<file path="src/rtl/pipelined_cla_adder.sv">
`default_nettype none
// pipelined_cla_adder -- WIDTH-bit add/sub built from CHUNK-bit CLA slices, one per pipeline stage.
// Rev 1.0
module pipelined_cla_adder #(
  parameter int WIDTH = 32,
  parameter int CHUNK = 8
) (
  input  logic             clock,
  input  logic             reset,
  input  logic             in_valid,
  input  logic             stall,
  input  logic [WIDTH-1:0] A,
  input  logic [WIDTH-1:0] B,
  input  logic             sub,
  input  logic             cin,
  output logic             out_valid,
  output logic [WIDTH-1:0] S,
  output logic             cout,
  output logic             overflow,
  output logic             zero
);

  localparam int NUM_STAGES = WIDTH / CHUNK;

  // Every carry is a flat sum-of-products of generate/propagate terms; nothing ripples.
  function automatic logic [CHUNK:0] cla_carries(
    input logic [CHUNK-1:0] a,
    input logic [CHUNK-1:0] b,
    input logic             c0
  );
    logic [CHUNK-1:0] g;
    logic [CHUNK-1:0] p;
    logic [CHUNK:0]   c;
    logic             term;
    g    = a & b;
    p    = a ^ b;
    c    = '0;
    c[0] = c0;
    for (int i = 1; i <= CHUNK; i++) begin
      term = c0;
      for (int j = 0; j < i; j++) term = term & p[j];
      c[i] = term;
      for (int j = 0; j < i; j++) begin
        term = g[j];
        for (int m = j + 1; m < i; m++) term = term & p[m];
        c[i] = c[i] | term;
      end
    end
    return c;
  endfunction

  logic [WIDTH-1:0] w_bop;
  logic             w_c0;
  logic             r_out_v;
  logic             r_out_c;
  logic             r_out_cmsb;
  logic             r_out_zero;
  logic [WIDTH-1:0] r_out_s;

  assign w_bop = sub ? ~B : B;
  assign w_c0  = sub | cin;

  for (genvar k = 0; k < NUM_STAGES; k++) begin : g_stage
    localparam int IN_W = (NUM_STAGES - k) * CHUNK;
    localparam int LO_W = (k + 1) * CHUNK;

    logic [IN_W-1:0]  w_a_in;
    logic [IN_W-1:0]  w_b_in;
    logic             w_v_in;
    logic             w_c_in;
    logic [CHUNK:0]   w_carry;
    logic [CHUNK-1:0] w_sum;
    logic [LO_W-1:0]  w_s_acc;

    if (k == 0) begin : g_head
      assign w_a_in  = A;
      assign w_b_in  = w_bop;
      assign w_v_in  = in_valid;
      assign w_c_in  = w_c0;
      assign w_s_acc = w_sum;
    end else begin : g_tail
      // Operand skew shrinks by one chunk per stage while the finished sum grows by one.
      assign w_a_in  = g_stage[k-1].g_mid.r_a_rest;
      assign w_b_in  = g_stage[k-1].g_mid.r_b_rest;
      assign w_v_in  = g_stage[k-1].g_mid.r_v;
      assign w_c_in  = g_stage[k-1].g_mid.r_c;
      assign w_s_acc = {w_sum, g_stage[k-1].g_mid.r_s};
    end

    assign w_carry = cla_carries(w_a_in[CHUNK-1:0], w_b_in[CHUNK-1:0], w_c_in);
    assign w_sum   = w_a_in[CHUNK-1:0] ^ w_b_in[CHUNK-1:0] ^ w_carry[CHUNK-1:0];

    if (k < NUM_STAGES - 1) begin : g_mid
      logic                  r_v;
      logic                  r_c;
      logic [LO_W-1:0]       r_s;
      logic [IN_W-CHUNK-1:0] r_a_rest;
      logic [IN_W-CHUNK-1:0] r_b_rest;

      always_ff @(posedge clock or posedge reset) begin
        if (reset) begin
          r_v      <= 1'b0;
          r_c      <= 1'b0;
          r_s      <= '0;
          r_a_rest <= '0;
          r_b_rest <= '0;
        end else if (!stall) begin
          r_v      <= w_v_in;
          r_c      <= w_carry[CHUNK];
          r_s      <= w_s_acc;
          r_a_rest <= w_a_in[IN_W-1:CHUNK];
          r_b_rest <= w_b_in[IN_W-1:CHUNK];
        end
      end
    end else begin : g_last
      always_ff @(posedge clock or posedge reset) begin
        if (reset) begin
          r_out_v    <= 1'b0;
          r_out_c    <= 1'b0;
          r_out_cmsb <= 1'b0;
          r_out_s    <= '0;
          r_out_zero <= 1'b0;
        end else if (!stall) begin
          r_out_v    <= w_v_in;
          r_out_c    <= w_carry[CHUNK];
          r_out_cmsb <= w_carry[CHUNK-1];
          r_out_s    <= w_s_acc;
          r_out_zero <= ~|w_s_acc;
        end
      end
    end
  end

  assign out_valid = r_out_v;
  assign S         = r_out_v ? r_out_s : '0;
  assign cout      = r_out_v & r_out_c;
  assign overflow  = r_out_v & (r_out_c ^ r_out_cmsb);
  assign zero      = r_out_v & r_out_zero;

endmodule
`default_nettype wire
</file>
<file path="config.mk">
export PLATFORM = sky130hd
export DESIGN_NAME = pipelined_cla_adder
export DESIGN_NICKNAME = d
export VERILOG_FILES = /design/src/rtl/pipelined_cla_adder.sv
export SDC_FILE = /design/constraint.sdc
export NUM_CORES = 1
export LEC_CHECK = 0
export CAP_MARGIN = 40
export CORE_AREA = 2 2 134 136
export DETAILED_ROUTE_END_ITERATION = 8
export DIE_AREA = 0 0 136 138
export PLACE_DENSITY = 0.72
export RECOVER_POWER = 25
export SLEW_MARGIN = 20
export SYNTH_ARGS = -nofsm -noshare
export SYNTH_HDL_FRONTEND = slang
export SYNTH_SLANG_ARGS = --single-unit
</file>
<file path="constraint.sdc">
create_clock -name clock -period 9.4 [get_ports clock]
set_input_delay 0.94 -clock clock [delete_from_list [all_inputs] [get_ports clock]]
set_output_delay 0.94 -clock clock [all_outputs]
set_load 0.01 [all_outputs]
</file>
* Yosys cells after proc, flatten, opt, wreduce, memory -nomap -nowiden
Cells that the tools add are included.
** Word-level totals
- Output and inout port bits :: 36
- Bits in registers :: 186
** Cells by class
- Multiplexer cells :: 2
- Bitwise logic cells :: 306
- Reduce and logical (&&, ||, !) cells :: 2
** Operator list (count)
- bitwise AND 1 bit :: 147
- bitwise OR 1 bit :: 145
- two-way mux 32 bit :: 2
- XOR 8 bit :: 8
- bitwise AND 8 bit :: 4
- inverter 32 bit :: 1
- OR reduction 32 bit :: 1
- zero test 1 bit :: 1
- XOR 1 bit :: 1

* Longest topological paths before layout
- Depth in word-level cells :: 19
- Gate-level depth with buffers :: 11
- Depth with buffers taken out :: 9

* Worst setup path before layout
OpenSTA, ideal clock, no wires.
- Kind :: input to register
- From :: input port sub
- To :: register g_stage[0].g_mid.r_c
- Setup slack :: 6.094 ns
- Library setup time :: 0.124 ns
- Arrival :: 3.182 ns
- Stages on the path :: 11
- Required time :: 9.276 ns
- Buffers on the path :: 2
- Cell sequence :: clkbuf_1 > buf_2 > xor2_1 > ha_1 > ha_1 > o21a_1 > o211ai_1 > a21boi_1 > o31a_1 > o21a_1 > o31a_1
** Between the ends
- Word-level cells in the longest chain between the ends :: 18
- Elaborated cells between the ends (all ways) :: 48
- Those cells by class :: mux (1); bitwise (47)
** Ends and longest elaborated chain
- start: declaration :: line 14 : input logic sub,
- two-way mux 32 bit :: line 60 : assign w_bop = sub ? ~B : B;
- XOR 8 bit :: line 36 : p = a ^ b;
- bitwise AND 1 bit (8 in series) :: line 41 : for (int j = 0; j < i; j++) term = term & p[j];
- bitwise OR 1 bit (7 in series) :: line 46 : c[i] = c[i] | term;
- bitwise OR 1 bit * :: line 46
- end signal: assignment :: line 109 : r_c <= w_carry[CHUNK];
- end: declaration :: line 95 : logic r_c;
Every way passes the cells marked *; elsewhere a longest branch is shown, timed or not.
A chain may end at the register's enable or synchronous reset.

* Worst setup path after layout
- From :: input port stall
- To :: register g_stage[2].g_mid.r_s[2]
** RTL lines
- start: declaration :: line 11 : input logic stall,
- end signal: assignment :: line 110 : r_s <= w_s_acc;
- end: declaration :: line 96 : logic [LO_W-1:0] r_s;
No word-level cell between the ends.

==> summary.md <==
| Metric | Value |
|---|---|
| Hold buffer count at cts | 0 |
| Clock Skew | 0.00697 ns |
| Startpoint types | input pin |
| Post-CTS setup repair buffer count | 0 |
| Buffers on Ports | 105 |
| Worst r2r dst | r_out_s[31] |
| Final min period | 4.43 ns |
| Synth top area share | 0.549 |
| Worst-margin pin slew | 3.44 ns |
| Rows | 49 |
| Min-Delay Startpoint | g_stage[0].g_mid.r_s[6] |
| Top cells by area, synth | dfrtp_1, mux2_2, ha_1 |
| CP max stage delay | 2.38 ns |
| Crit path kind | in -> reg |
| Num CTS Buffers | 17 |
| HP Class | reg -> reg |
| Worst-path cell chain | clkbuf_1, buf_16, buf_4, buf_16, mux2_2 |
| Initial Util | 0.483 |
| R2R setup slack | 6.92 ns |
| Max-Cap Viols | 2 |
| Tcrit/Tclk final | 0.471 |
| Initial antenna violation count | 0 |
| Peak VDD IR | 0.000136 V |
| Fin util | 0.594 |
| Largest net degree at the start of global routing | 87 |
| Die H | 138 microns |
| Syn nets | 780 |
| WL per Instance | approximately 15 microns |
| DRT Wirelength | 15,600 microns |
| Starting DRT DRC Count | 269 |
| Violations in the final reports | capacitance limit, slew limit |
| Placed Cells incl. Taps | 976 |
| Max Slew Vio Count | 114 |
| Mapped Avg Cell Area | roughly 13 sq um |
| Final Hold Vio Count | 0 |
| RePlAce Congestion | 0.795 |
| Core outline area | 0.0175 sq mm |
| Htree depth | 4 |
| Die X | 136 microns |
| Post-Syn Area | 0.00848 sq mm |
| Clk pin slew, worst setup/hold paths | about 0.06 ns |
| Yosys warning count | 0 |
| Crit. End Element | register |
| Vias per Instance | between 5 and 6 |
| CTS tree | done |
| Area leader, netlist | dfrtp_1 |
| Share of layout cells above drive strength 1 | 0.222 |
| Synth Register Bits | 186 |
| # resized after CTS | 0 |
| Worst Path Required | 9.70 ns |
| Antenna diode count | 0 |
| Outcome | complete, but fails checks |
| Setup TNS | 0 ns |
| Cell with the largest stage delay on the worst path | clkbuf_1 |
| Longest Clk Path Bufs | 2 |
| Distinct cell type count after synthesis | between 40 and 50 |
| Vias in the first global route | 5,355 |
| CP arrival | between 4 and 5 ns |
| Vias | 5,152 |
| Seq/Total Area, Yosys | 0.549 |
| DRT Pass-1 Iters | 4 |
| Post-Synthesis Cells | between 600 and 700 |
| Hold path endpoint | g_stage[0].g_mid.r_s[6] |
| Slew margin rel. | -1.29 |
| CTS sink count | 186 |
| Root buffer cell | clkbuf_16 |
| Critical path's most frequent cell | buf_16 |
| Maximum clock frequency | approximately 230 MHz |
| Hold path depth | 1 |
| Worst-Skew Late Latency | roughly 0.42 ns |
| RSZ-0062 raised after global routing | false |
| Area growth syn-to-layout | 22.9% |
| Total track usage | 0.181 |
| Power Density | 237 mW/mm^2 |
| RR Startpoint | g_stage[2].g_mid.r_a_rest[0] |
| Final Net Count | 878 |
| I/O Pins | 106 |
| First-pass GRT wire length | 27,000 microns |
| Setup violations, final | 0 |
| DRC viols | 0 |
| DP Wirelength | 11,000 microns |
| Worst r2r path cells | 8 |
| Antenna Nets Post-Route | 0 |
| Crit Path Max Fanout | 86 |
| Die ar. | 0.0188 sq mm |
| Fin cells | ~1,000 |
| Grt ovf | 0 |
| Leakage Power | between 4 and 5 nW |
==> flip-flops by register name, indices dropped and copies added, names as in the netlist <==
| register | cells |
|---|---|
| g_stage.g_mid.r_a_rest | 48 |
| g_stage.g_mid.r_s | 48 |
| r_out_cmsb | 1 |
| g_stage.g_mid.r_v | 3 |
| r_out_s | 32 |
| out_valid | 1 |
| g_stage.g_mid.r_b_rest | 48 |
| r_out_c | 1 |
| g_stage.g_mid.r_c | 3 |
| r_out_zero | 1 |
==> synthesized netlist by cell type <==
cell type / count
ha_1: 36
or3_1: 3
nand3_1: 2
xnor2_1: 31
a21oi_2: 1
a21boi_1: 2
a2111oi_1: 1
inv_1: 9
buf_2: 1
o21a_1: 13
clkbuf_1: 29
nand4_1: 3
a21oi_1: 10
a21o_1: 2
o22a_2: 1
or2_2: 1
fa_1: 4
buf_1: 4
a2111oi_0: 1
nor2_1: 12
a211oi_1: 2
mux2i_1: 3
a41oi_2: 1
nand2b_1: 5
xor2_1: 15
and2b_2: 1
o21ai_1: 1
nand2_1: 52
and2_1: 35
o31a_1: 5
nor2b_1: 3
a21boi_0: 1
o21ai_0: 37
mux2_1: 1
nor3_1: 7
o31ai_1: 11
nor4_1: 6
mux2_2: 128
dfrtp_1: 186
and3_1: 1
o211ai_1: 3
==> layout by cell type, fill, tap and decap left out, types with 10 or more instances in the layout <==
cell,synthesis,final
nand2_1,52,52
o31ai_1,11,11
clkbuf_16,0,17
o21ai_0,37,37
dfrtp_1,186,186
ha_1,36,36
a21oi_1,10,10
xor2_1,15,15
mux2_2,128,128
clkdlybuf4s50_1,0,102
xnor2_1,31,31
o21a_1,13,13
nor2_1,12,12
and2_1,35,35
==> routing by layer <==
layer	up-vias	part of all wire	GRT usage
met2	78	0.50	0.292
met1	2527	0.46	0.245
met4	0	0.015	0.0587
met3	16	0.030	0.0363
li1	2531	-	-
met5	-	0	0
==> through the flow <==
step | worst slack (ns) | cell area [sq um] | total power, mW | hold slack, ns
2_1_floorplan | 3.40 | 8480 | 1.51 | 0.438
3_3_place_gp | 5.89 | 9710 | 1.73 | 0.460
3_5_place_dp | 5.82 | 9780 | 1.77 | 0.464
4_1_cts | 6.26 | 10400 | 2.49 | 0.479
5_1_grt | 4.68 | 10400 | 2.62 | 0.500
6_report | 4.97 | 10400 | 2.47 | 0.480
==> worst max-delay path: cells and delay by family <==
family | cells | cell delay, ns
multiplexers | 1 | 0.38
buffers and inverters | 4 | 3.31
==> report_power, final <==
group	leakage [nW]	switching (mW)	internal [mW]
Combinational	1.95	0.272	0.364
Clock	0.294	0.303	0.419
Sequential	2.22	0.121	0.993
Total	4.46	0.696	1.78
==> cells by family (layout without fill, tap and decap cells) <==
logic type | after synthesis | in the layout | synth area share
AOI/OAI and AO/OA | 92 | 92 | 0.0700
xor gates and xnor gates | 46 | 46 | 0.0475
adders and majority gates | 40 | 40 | 0.0626
buffers and inverters | 43 | 153 | 0.0192
DFF | 186 | 186 | 0.549
muxes | 132 | 132 | 0.175
and+or+nand+nor | 131 | 131 | 0.0768
==> worst max path at each step <==
stage / end / cells after the start / slack [ns] / startpoint
4_1_cts: g_stage[0].g_mid.r_c / 11 / 6.26 / sub
6_report: g_stage[2].g_mid.r_s[2] / 5 / 4.97 / stall
3_3_place_gp: g_stage[0].g_mid.r_c / 11 / 5.89 / sub
5_1_grt: g_stage[2].g_mid.r_s[2] / 5 / 4.68 / stall
2_1_floorplan: g_stage[0].g_mid.r_a_rest[0] / 1 / 3.40 / reset
3_5_place_dp: g_stage[0].g_mid.r_c / 11 / 5.82 / sub
==> layout make-up <==
class	count	area, sq um
multi-input combinational	441	3660
inverter	9	35.0
clock inverter	14	170
tap	229	287
timing repair buffer	113	1180
fill	1415	7120
clock buffer	17	425
sequential	186	4650
Power figures use the tool's default switching activity.
